$ cat src/rtl/clic_int_gate_if.sv
// ---------------------------------------------------------------------------
// clic_int_gate_if
//   Bundles the pad interrupt bus, per-channel trigger configuration, the
//   claim-acknowledge and software-pending-write strobes, and the per-channel
//   status returned to the CLIC arbiter.
//
//   master : drives pads, modes, ack and software writes; observes status
//   slave  : the interrupt gate itself
//
//   Parameters
//     INT_NUM  number of interrupt channels
//     ID_W     width of channel-id fields (2**ID_W >= INT_NUM)
// ---------------------------------------------------------------------------
interface clic_int_gate_if #(
  parameter int INT_NUM = 48,
  parameter int ID_W    = 8
);
  logic [INT_NUM-1:0]   pad_clic_int_vld;
  logic [2*INT_NUM-1:0] int_trig_mode;
  logic                 int_ack_vld;
  logic [ID_W-1:0]      int_ack_id;
  logic                 sw_pend_wr_vld;
  logic [ID_W-1:0]      sw_pend_wr_id;
  logic                 sw_pend_wr_data;
  logic [INT_NUM-1:0]   int_pend;
  logic [INT_NUM-1:0]   int_sync_lvl;
  logic [INT_NUM-1:0]   int_lost;

  modport master (
    output pad_clic_int_vld, int_trig_mode,
    output int_ack_vld, int_ack_id,
    output sw_pend_wr_vld, sw_pend_wr_id, sw_pend_wr_data,
    input  int_pend, int_sync_lvl, int_lost
  );

  modport slave (
    input  pad_clic_int_vld, int_trig_mode,
    input  int_ack_vld, int_ack_id,
    input  sw_pend_wr_vld, sw_pend_wr_id, sw_pend_wr_data,
    output int_pend, int_sync_lvl, int_lost
  );
endinterface

$ cat src/rtl/clic_int_gate.sv
// ---------------------------------------------------------------------------
// clic_int_gate
//   CLIC interrupt-input front end. Synchronises raw pad interrupt lines,
//   applies a per-channel trigger mode (level-high, rising, falling, both
//   edges) and holds per-channel pending bits that are cleared by a claim
//   acknowledge or by a software pending write. A sticky lost flag records
//   an edge that arrived while its channel was still pending.
//
//   Ports
//     forever_cpuclk  clock
//     cpurst_b        synchronous reset, active low
//     bus             clic_int_gate_if.slave:
//                       pad_clic_int_vld  raw request lines
//                       int_trig_mode     [2i+1:2i] 00 level,01 rise,10 fall,11 both
//                       int_ack_*         claim acknowledge pulse + channel id
//                       sw_pend_wr_*      software pending write strobe/id/data
//                       int_pend          pending bits to the arbiter
//                       int_sync_lvl      synchronised input level
//                       int_lost          sticky lost-event flags
//
//   Parameters
//     INT_NUM      channel count (1..240)
//     SYNC_STAGES  synchroniser depth (0 = inputs already synchronous, 1..3)
//     ID_W         channel-id width
// ---------------------------------------------------------------------------
module clic_int_gate #(
  parameter int INT_NUM     = 48,
  parameter int SYNC_STAGES = 2,
  parameter int ID_W        = 8
) (
  input  logic            forever_cpuclk,
  input  logic            cpurst_b,
  clic_int_gate_if.slave  bus
);

  typedef enum logic [1:0] {
    TRIG_LEVEL = 2'b00,
    TRIG_RISE  = 2'b01,
    TRIG_FALL  = 2'b10,
    TRIG_BOTH  = 2'b11
  } trig_e;

  logic [INT_NUM-1:0] s;        // synchronised level
  logic [INT_NUM-1:0] hist_q;   // s delayed by one cycle, for edge detection
  logic [INT_NUM-1:0] pend_q, pend_d;
  logic [INT_NUM-1:0] lost_q, lost_d;
  logic [ID_W-1:0]    ack_id;
  logic [ID_W-1:0]    sw_id;

  assign ack_id = bus.int_ack_id;
  assign sw_id  = bus.sw_pend_wr_id;

  // -------------------------------------------------------------------------
  // Synchroniser
  // -------------------------------------------------------------------------
  if (SYNC_STAGES == 0) begin : g_nosync
    assign s = bus.pad_clic_int_vld;
  end else begin : g_sync
    logic [INT_NUM-1:0] sync_q [SYNC_STAGES];

    // NOTE: the stage array is reset explicitly, element by element; a flop
    // array is not cleared just because it sits in a clocked block, and a
    // stale 1 here would look like a real edge right after reset.
    always_ff @(posedge forever_cpuclk) begin
      if (!cpurst_b) begin
        for (int k = 0; k < SYNC_STAGES; k++) sync_q[k] <= '0;
      end else begin
        sync_q[0] <= bus.pad_clic_int_vld;
        for (int k = 1; k < SYNC_STAGES; k++) sync_q[k] <= sync_q[k-1];
      end
    end

    assign s = sync_q[SYNC_STAGES-1];
  end

  // -------------------------------------------------------------------------
  // Per-channel next state
  // -------------------------------------------------------------------------
  // NOTE: every output of this block gets a default before the loop, so no
  // path leaves a bit unassigned and no latch is inferred.
  always_comb begin
    pend_d = pend_q;
    lost_d = lost_q;
    for (int i = 0; i < INT_NUM; i++) begin
      trig_e mode;
      logic  rise, fall, ev, sw_hit, ack_hit, lost_set, lost_clr;
      mode    = trig_e'(bus.int_trig_mode[2*i +: 2]);
      rise    = s[i] & ~hist_q[i];
      fall    = ~s[i] & hist_q[i];
      // Ids at or above INT_NUM never equal any loop index, so they are ignored.
      sw_hit  = bus.sw_pend_wr_vld && (int'(sw_id) == i);
      ack_hit = bus.int_ack_vld && (int'(ack_id) == i);
      case (mode)
        TRIG_RISE: ev = rise;
        TRIG_FALL: ev = fall;
        TRIG_BOTH: ev = rise | fall;
        default:   ev = 1'b0;
      endcase

      if (mode == TRIG_LEVEL) begin
        pend_d[i] = s[i];
        lost_d[i] = 1'b0;
      end else begin
        // A new event outranks both clears; software write outranks ack.
        if (ev)           pend_d[i] = 1'b1;
        else if (sw_hit)  pend_d[i] = bus.sw_pend_wr_data;
        else if (ack_hit) pend_d[i] = 1'b0;
        else              pend_d[i] = pend_q[i];

        // An edge landing on a pending channel is only "lost" when nothing in
        // the same cycle is consuming the old pending state.
        lost_set = ev && pend_q[i] && !ack_hit && !(sw_hit && !bus.sw_pend_wr_data);
        // An ack that coincides with a fresh edge on a pending channel keeps
        // the flag: that edge is merged into the pending bit.
        lost_clr = ack_hit && !(ev && pend_q[i]);
        if (lost_set)      lost_d[i] = 1'b1;
        else if (lost_clr) lost_d[i] = 1'b0;
      end
    end
  end

  // NOTE: state flops use non-blocking assignment so every channel samples
  // the same pre-edge values regardless of statement order.
  always_ff @(posedge forever_cpuclk) begin
    if (!cpurst_b) begin
      hist_q <= '0;
      pend_q <= '0;
      lost_q <= '0;
    end else begin
      hist_q <= s;
      pend_q <= pend_d;
      lost_q <= lost_d;
    end
  end

  assign bus.int_pend     = pend_q;
  assign bus.int_lost     = lost_q;
  assign bus.int_sync_lvl = s;

endmodule
$ cat src/flat_wrapper.sv
// flat-port wrapper written by rule: the top's interface ports become plain ports
module clic_int_gate_flat 
#(
  parameter int INT_NUM     = 48,
  parameter int SYNC_STAGES = 2,
  parameter int ID_W        = 8
)
  (forever_cpuclk, cpurst_b, bus_pad_clic_int_vld, bus_int_trig_mode, bus_int_ack_vld, bus_int_ack_id, bus_sw_pend_wr_vld, bus_sw_pend_wr_id, bus_sw_pend_wr_data, bus_int_pend, bus_int_sync_lvl, bus_int_lost);
  clic_int_gate_if #(.INT_NUM(INT_NUM), .ID_W(ID_W)) bus_i ();
  input  logic forever_cpuclk;
  input  logic cpurst_b;
  input wire logic [$bits(bus_i.pad_clic_int_vld)-1:0] bus_pad_clic_int_vld;
  input wire logic [$bits(bus_i.int_trig_mode)-1:0] bus_int_trig_mode;
  input wire logic [$bits(bus_i.int_ack_vld)-1:0] bus_int_ack_vld;
  input wire logic [$bits(bus_i.int_ack_id)-1:0] bus_int_ack_id;
  input wire logic [$bits(bus_i.sw_pend_wr_vld)-1:0] bus_sw_pend_wr_vld;
  input wire logic [$bits(bus_i.sw_pend_wr_id)-1:0] bus_sw_pend_wr_id;
  input wire logic [$bits(bus_i.sw_pend_wr_data)-1:0] bus_sw_pend_wr_data;
  output wire logic [$bits(bus_i.int_pend)-1:0] bus_int_pend;
  output wire logic [$bits(bus_i.int_sync_lvl)-1:0] bus_int_sync_lvl;
  output wire logic [$bits(bus_i.int_lost)-1:0] bus_int_lost;
  assign bus_i.pad_clic_int_vld = bus_pad_clic_int_vld;
  assign bus_i.int_trig_mode = bus_int_trig_mode;
  assign bus_i.int_ack_vld = bus_int_ack_vld;
  assign bus_i.int_ack_id = bus_int_ack_id;
  assign bus_i.sw_pend_wr_vld = bus_sw_pend_wr_vld;
  assign bus_i.sw_pend_wr_id = bus_sw_pend_wr_id;
  assign bus_i.sw_pend_wr_data = bus_sw_pend_wr_data;
  assign bus_int_pend = bus_i.int_pend;
  assign bus_int_sync_lvl = bus_i.int_sync_lvl;
  assign bus_int_lost = bus_i.int_lost;
  clic_int_gate #(.INT_NUM(INT_NUM), .SYNC_STAGES(SYNC_STAGES), .ID_W(ID_W)) u_core (.forever_cpuclk(forever_cpuclk), .cpurst_b(cpurst_b), .bus(bus_i));
endmodule
$ cat config.mk
export PLATFORM = sky130hd
export DESIGN_NAME = clic_int_gate_flat
export DESIGN_NICKNAME = d
export VERILOG_FILES = /design/src/rtl/clic_int_gate_if.sv /design/src/rtl/clic_int_gate.sv /design/src/flat_wrapper.sv
export SDC_FILE = /design/constraint.sdc
export NUM_CORES = 1
export LEC_CHECK = 0
export ABC_CLOCK_PERIOD_IN_PS = 2300
export BUFFER_PORTS_ARGS = -buffer_cell sky130_fd_sc_hd__buf_2
export CAP_MARGIN = 20
export CORE_AREA = 2 2 146 183
export CTS_CLUSTER_DIAMETER = 200
export CTS_CLUSTER_SIZE = 16
export DETAILED_ROUTE_END_ITERATION = 16
export DIE_AREA = 0 0 148 185
export PLACE_DENSITY = 0.76
export SLEW_MARGIN = 20
export SYNTH_ARGS = -nofsm -noshare
export SYNTH_HDL_FRONTEND = slang
export SYNTH_SLANG_ARGS = --single-unit
$ cat constraint.sdc
create_clock -name forever_cpuclk -period 2.3 [get_ports forever_cpuclk]
set_clock_uncertainty 0.15 [all_clocks]
set_input_delay 0.23 -clock forever_cpuclk [delete_from_list [all_inputs] [get_ports forever_cpuclk]]
set_output_delay 0.23 -clock forever_cpuclk [all_outputs]
set_load 0.02 [all_outputs]
==> results of run 1 <==
## cell type report
type	instances	area share, %
flip-flops and latches	240	28.21
repair buffers	536	22.21
clock buffers	19	2.792
inverters	118	2.601
multi-input cells	1119	41.68
diodes	1	0.01469
well taps	340	2.498
## path summary, 6_finish.rpt
path / start / end / slack (ps) / depth (start not counted)
max: u_core.g_sync.sync_q[0][50] / u_core.bus.int_pend[2] / 460 / 7
min: bus_int_trig_mode[8] / u_core.bus.int_lost[4] / 20 / 3
max reg2reg: u_core.g_sync.sync_q[0][50] / u_core.bus.int_pend[2] / 460 / 7
min reg2reg: u_core.g_sync.sync_q[0][41] / u_core.g_sync.sync_q[0][89] / 280 / 1
## sequential cells by signal, indices dropped and copies added (netlist names)
signal and cells:
u_core.hist_q 48, u_core.bus.int_pend 48, u_core.g_sync.sync_q 96, u_core.bus.int_lost 48
## power groups by stage
| stage | combinational [mW] | sequential, mW | clock, mW |
|---|---|---|---|
| 5_1_grt | 1.68 | 4.49 | 3.13 |
| 6_report | 1.54 | 4.47 | 2.95 |
| 2_1_floorplan | 0.651 | 4.63 | 0 |
| 3_5_place_dp | 1.24 | 4.56 | 0 |
| 4_1_cts | 1.51 | 4.46 | 3.00 |
| 3_3_place_gp | 1.21 | 4.55 | 0 |
## worst max-delay path, stage by stage (launching register included)
cell and delay, ps:
dfxtp_1 410, inv_1 70, ha_1 290, nor2b_1 50
o21ai_0 200, o21ai_0 200, a211oi_1 240, a21oi_1 110
## cell families (layout without fill, tap and decap cells)
group                    Yosys count  in the layout  share of synthesized area (%)
AO/OA/AOI/OAI                    385            385                          18.52
adder cells (fa/ha/maj)           96             96                          9.315
buffers and inverters            209            673                          7.695
flip-flops                       240            240                          37.26
other                              0              1                              0
AND/OR/NAND/NOR                  638            638                          27.21
## synth_stat cells (13+ instances only)
cell / number / area share (%)
o21ai_0: 125 / 4.9
nand3_1: 79 / 3.1
nand3b_1: 34 / 2.0
and2_1: 135 / 6.5
a2bb2oi_1: 14 / 0.95
o22ai_1: 19 / 0.92
a21boi_0: 27 / 1.6
nor2b_1: 98 / 4.8
buf_4: 52 / 3.0
clkbuf_1: 27 / 0.79
dfxtp_1: 240 / 37
nor3b_1: 28 / 1.6
nor2_1: 43 / 1.3
a21oi_1: 78 / 3.0
o32ai_1: 13 / 0.88
o211ai_1: 27 / 1.6
o31ai_1: 39 / 2.3
a211oi_1: 21 / 1.2
nand2_1: 174 / 5.1
inv_1: 118 / 3.4
ha_1: 96 / 9.3
## placed cells by master (no fill, tap or decap), types with 2 or more instances in the layout
cell type	instances
a211oi_1	21
a21boi_0	27
a21oi_1	78
a22oi_1	7
a2bb2oi_1	14
a31oi_1	9
a32oi_1	4
and2_1	135
buf_12	5
buf_2	307
buf_4	39
clkbuf_16	19
dfxtp_1	240
dlygate4sd3_1	184
ha_1	96
inv_1	118
nand2_1	174
nand2_2	3
nand2b_1	11
nand3_1	79
nand3_2	2
nand3b_1	34
nor2_1	43
nor2_2	4
nor2b_1	98
nor3_1	8
nor3_2	7
nor3_4	2
nor3b_1	28
nor4_4	2
o211ai_1	27
o21ai_0	125
o22ai_1	19
o311ai_1	2
o31ai_1	39
o32ai_1	13
## routing by layer
metal	global-route usage, %	routed length, µm	share of wire, %
met5	0	0	0
met4	15.81	2466	6.1
met3	5.246	2787	6.9
met2	50.81	19530	48
met1	31.90	15520	39
==> flow_metrics.py, run 1 <==
metrics = {
    "status": {
        "status": "completed",
    },
    "sta": {
        "setup_repair_after_global_routing_missed_its_margin": "no",
        "timing.final.crit_share_pct": 79.86,
        "setup_tns_ps": 0,
        "finalSetupViolCount": 0,
        "fin_worst_hold_slack_ps": 16.75,
        "slew_violations": 0,
        "max_slew.worst_pin.slew_ps": 828.0,
        "finalCriticalPeriod_ps": 1837,
        "worst_slack_ps": 463.3,
        "report.final.hold_viol_count": 0,
        "fmax_mhz": 544.5,
        "max_slew_margin_pct": 44.38,
    },
    "floorplanning": {
        "placeableCoreArea_mm2": 0.02576,
        "design.portCount": 309,
        "start_util_pct": 50.05,
        "die-area_mm2": 0.02738,
        "die_height_um": 185,
        "placementRows": 66,
        "die-width_um": 148,
    },
    "clock_network": {
        "post_cts_resized": 0,
        "cts.htree.levels": 1,
        "cts_tree": "done",
        "root_buffer": "clkbuf_16",
        "clock_path_buffers": 3,
        "numCtsBuffers": 18,
        "clock_latency_ps": 500,
        "clkTransAtPathRegs_ps": 80,
        "buffers_inserted_by_post_cts_timing_repair": 0,
        "clock_sinks": 240,
        "hold_buffers": 184,
    },
    "synthesis": {
        "dominantRegCellSynth": "dfxtp_1",
        "syn-cell-area_mm2": 0.01289,
        "ys_ff_latch": 240,
        "number_of_enable_type_register_cells_in_the_synthesized_netlist": 0,
        "syn-instance-count": 1568,
        "async_reset_ff_share_pct": 0,
        "synth_fp_nets": 1829,
        "yosysSeqAreaShare_pct": 37.26,
        "mean_instance_size_in_the_synthesized_netlist_um2": 8.224,
        "synthDistinctLibCells": 44,
        "yosysWarnings": 0,
    },
    "global_route": {
        "grt_max_degree": 61,
        "grt_pass1_wl_um": 62840,
        "via_count_of_the_first_global_routing_pass": 12660,
        "gr-total-overflow": 0,
        "grt_antenna_before_repair": 2,
        "groute.usage.overall_pct": 28.48,
    },
    "routing": {
        "post_route_drc": 0,
        "vias": 12940,
        "drt-total-wl_um": 40300,
        "drtAntennaViolNets": 0,
        "routed_via_density": 5.453,
        "dr.pass1.iters": 6,
        "drtIter0Drc": 680,
        "drt-wirelength-per-cell_um": 16.98,
    },
    "placement": {
        "hpwl_um": 28380,
        "placed_cells_incl_taps": 2169,
        "gpl.final_weighted_congestion": 0.8978,
        "preCtsSetupSlack_ps": 231.5,
        "dpl-instance-area_mm2": 0.01471,
        "io_buffers": 308,
    },
    "pwr": {
        "p_seq_share_pct": 49.8,
        "power_frac_comb_pct": 17.2,
        "total_switching_power_mw": 2.432,
        "power.total_mw": 8.962,
        "p_leak_nw": 7.033,
        "vdd.ir_drop.worst_mv": 0.6306,
        "power.switching_fraction_pct": 27.14,
        "clock_power_share_pct": 33.0,
        "internal-power_mw": 6.530,
        "power_density_mw_per_mm2": 526.2,
    },
    "cells_and_area": {
        "drive_above_1_share_pct": 19.29,
        "final_nets": 2294,
        "multiInputGateArea_mm2": 0.007098,
        "post_layout_nonfiller_instances": 2373,
        "seqCellArea_mm2": 0.004805,
        "final_core_utilization_pct": 66.10,
        "areaGrowthSynthToFinish_pct": 32.08,
        "total_of_fill_cells_in_the_finished_design": 2107,
        "final_cell_area_mm2": 0.01703,
    },
    "min_path": {
        "timing.hold.worst.class": "in2reg",
    },
    "critical_path": {
        "critPathCaptureType": "flip-flop",
        "cp.required_ps": 2530,
        "setup_crit_path_kind": "reg2reg",
        "crit_path_max_fanout": 5,
        "arr_time_crit_path_ps": 2070,
        "worstSetupStartpointType": "flip-flop",
    },
    "run": {
        "timing.max_cap.violations": 0,
    },
}
Note: power is estimated with default switching activity, not from simulation.
==> run 2, diff against run 1 <==
--- a/config.mk
+++ b/config.mk
@@ -5,14 +5,14 @@
 export SDC_FILE = /design/constraint.sdc
 export NUM_CORES = 1
 export LEC_CHECK = 0
-export ABC_CLOCK_PERIOD_IN_PS = 2300
+export ABC_CLOCK_PERIOD_IN_PS = 1650
 export BUFFER_PORTS_ARGS = -buffer_cell sky130_fd_sc_hd__buf_2
 export CAP_MARGIN = 20
-export CORE_AREA = 2 2 146 183
+export CORE_AREA = 2 2 149 187
 export CTS_CLUSTER_DIAMETER = 200
 export CTS_CLUSTER_SIZE = 16
 export DETAILED_ROUTE_END_ITERATION = 16
-export DIE_AREA = 0 0 148 185
+export DIE_AREA = 0 0 151 189
 export PLACE_DENSITY = 0.76
 export SLEW_MARGIN = 20
 export SYNTH_ARGS = -nofsm -noshare
==> constraint.sdc (replaced) <==
create_clock -name forever_cpuclk -period 1.65 [get_ports forever_cpuclk]
set_clock_uncertainty 0.15 [all_clocks]
set_input_delay 0.165 -clock forever_cpuclk [delete_from_list [all_inputs] [get_ports forever_cpuclk]]
set_output_delay 0.165 -clock forever_cpuclk [all_outputs]
set_load 0.02 [all_outputs]
==> run 2 against run 1 <==
Net effect: via count grew 6.6%; design area up 8.1%; clock power grew 39%; largest cell class unchanged; highest routed layer is now met5.
==> flow_metrics.py, run 2 (synthesized netlist as in run 1, its figures left out) <==
metrics = {
    "routing": {
        "drtIter0Drc": 813,
        "dr.pass1.iters": 5,
        "routed_via_density": 5.538,
        "drtAntennaViolNets": 0,
        "post_route_drc": 0,
        "drt-total-wl_um": 45200,
        "vias": 13790,
        "drt-wirelength-per-cell_um": 18.15,
    },
    "sta": {
        "setup_repair_after_global_routing_missed_its_margin": "yes",
        "fmax_mhz": 616.1,
        "slew_violations": 0,
        "max_slew.worst_pin.slew_ps": 762.7,
        "timing.final.crit_share_pct": 98.36,
        "finalCriticalPeriod_ps": 1623,
        "finalSetupViolCount": 0,
        "max_slew_margin_pct": 49.15,
        "setup_tns_ps": 0,
        "fin_worst_hold_slack_ps": 41.55,
        "report.final.hold_viol_count": 0,
    },
    "floorplanning": {
        "start_util_pct": 48.37,
        "design.portCount": 309,
        "placeableCoreArea_mm2": 0.02666,
        "die_height_um": 189,
        "die-width_um": 151,
        "die-area_mm2": 0.02854,
        "placementRows": 67,
    },
    "clock_network": {
        "clock_path_buffers": 3,
        "clock_latency_ps": 510,
        "clock_sinks": 240,
        "cts_tree": "done",
        "cts.htree.levels": 1,
        "numCtsBuffers": 18,
        "clkTransAtPathRegs_ps": 80,
        "root_buffer": "clkbuf_16",
    },
    "cells_and_area": {
        "top_register": "u_core.g_sync.sync_q",
        "mostFrequentLayoutCells": "buf_2, dfxtp_1, dlygate4sd3_1, nand2_1, and2_1",
        "drive_above_1_share_pct": 26.84,
        "post_layout_nonfiller_instances": 2490,
        "seqCellArea_mm2": 0.004836,
        "most_common_library_cell_in_the_layout_ignoring_fill_and_taps": "buf_2",
        "largest_register_ffs": 96,
        "areaGrowthSynthToFinish_pct": 42.72,
        "total_of_fill_cells_in_the_finished_design": 1938,
        "final_nets": 2404,
        "multiInputGateArea_mm2": 0.007425,
    },
    "run": {
        "timing.max_cap.violations": 0,
    },
    "critical_path": {
        "cp.required_ps": 1900,
        "setup_crit_path_kind": "in2reg",
        "crit_path_max_fanout": 16,
        "worstSetupStartpointType": "input pin",
        "critPathCaptureType": "flip-flop",
        "arr_time_crit_path_ps": 1870,
    },
    "pwr": {
        "power_frac_comb_pct": 19.4,
        "clock_power_share_pct": 32.2,
        "internal-power_mw": 9.289,
        "p_leak_nw": 7.704,
        "p_seq_share_pct": 48.5,
        "total_switching_power_mw": 3.507,
        "power.switching_fraction_pct": 27.41,
        "vdd.ir_drop.worst_mv": 0.8189,
        "power_density_mw_per_mm2": 695.3,
    },
    "global_route": {
        "groute.usage.overall_pct": 29.97,
        "grt_antenna_before_repair": 4,
        "via_count_of_the_first_global_routing_pass": 13720,
        "grt_max_degree": 55,
        "grt_pass1_wl_um": 68100,
        "gr-total-overflow": 0,
    },
    "min_path": {
        "timing.hold.worst.class": "in2reg",
    },
    "placement": {
        "gpl.final_weighted_congestion": 0.8754,
        "io_buffers": 308,
        "hpwl_um": 29720,
        "placed_cells_incl_taps": 2255,
    },
    "status": {
        "status": "completed",
    },
}
-- run 2: path summary, 6_finish.rpt --
check                              startpoint                           to  slack, ps  cells past startpoint
setup reg to reg  u_core.g_sync.sync_q[0][63]      u_core.bus.int_pend[15]         30                      4
hold reg to reg    u_core.g_sync.sync_q[0][2]  u_core.g_sync.sync_q[0][50]        280                      1
setup / recovery            bus_int_ack_id[5]      u_core.bus.int_lost[22]         30                      8
hold / removal           bus_sw_pend_wr_id[4]      u_core.bus.int_pend[12]         40                      4
-- run 2: power by group through the flow --
stage	Sequential [mW]	Clock (mW)	Combinational, mW
floorplan	6.45	0	0.908
global placement	6.31	0	1.84
detailed placement	6.32	0	1.90
CTS	6.18	4.20	2.31
global route	6.23	4.41	2.68
finish	6.20	4.11	2.48
-- run 2: area by class of cell --
type / count / share of cell area [%]
multi-input cells: 1119 / 40.34
clock buffers: 19 / 2.583
well taps: 345 / 2.346
flip-flops and latches: 240 / 26.28
repair buffers: 646 / 26.00
inverters: 118 / 2.407
diodes: 3 / 0.04079
-- run 2: repair_timing --
action,in CTS,in global routing
gates resized for setup,5,181
pin swaps,1,76
endpoints found under the hold margin,157,0
hold buffers,205,0
setup buffers,0,9
endpoints found under the setup margin,6,64
cloned,0,0
-- run 2: critical path: stages --
cell	delay, ps
dlygate4sd3_1	540
buf_2	150
nand3b_1	180
nor3_2	190
buf_12	210
nand2_1	140
o21ai_0	200
a21oi_1	90
-- run 2: through the flow --
stage	setup WS, ps	power (mW)	util, %	instance area (µm²)
after floorplan	18.79	7.357	-	12890
after global placement	-114.6	8.149	57.98	15460
after detailed placement	-173.2	8.213	57.98	15460
after CTS	1.378	12.69	67.46	17980
after global routing	-67.84	13.32	69.03	18400
final	26.98	12.80	69.04	18400
-- run 2: per-layer routing --
metal  part of all wire [%]  vias up  routed length (µm)  global-route usage [%]
met5                  0.062        -                  28                       0
met4                    6.7        4                3044                   17.51
met3                    7.6      216                3423                   6.386
met2                     49      609               22030                   52.81
met1                     37     6462               16680                   32.79
li1                       -     6499                   -                       -
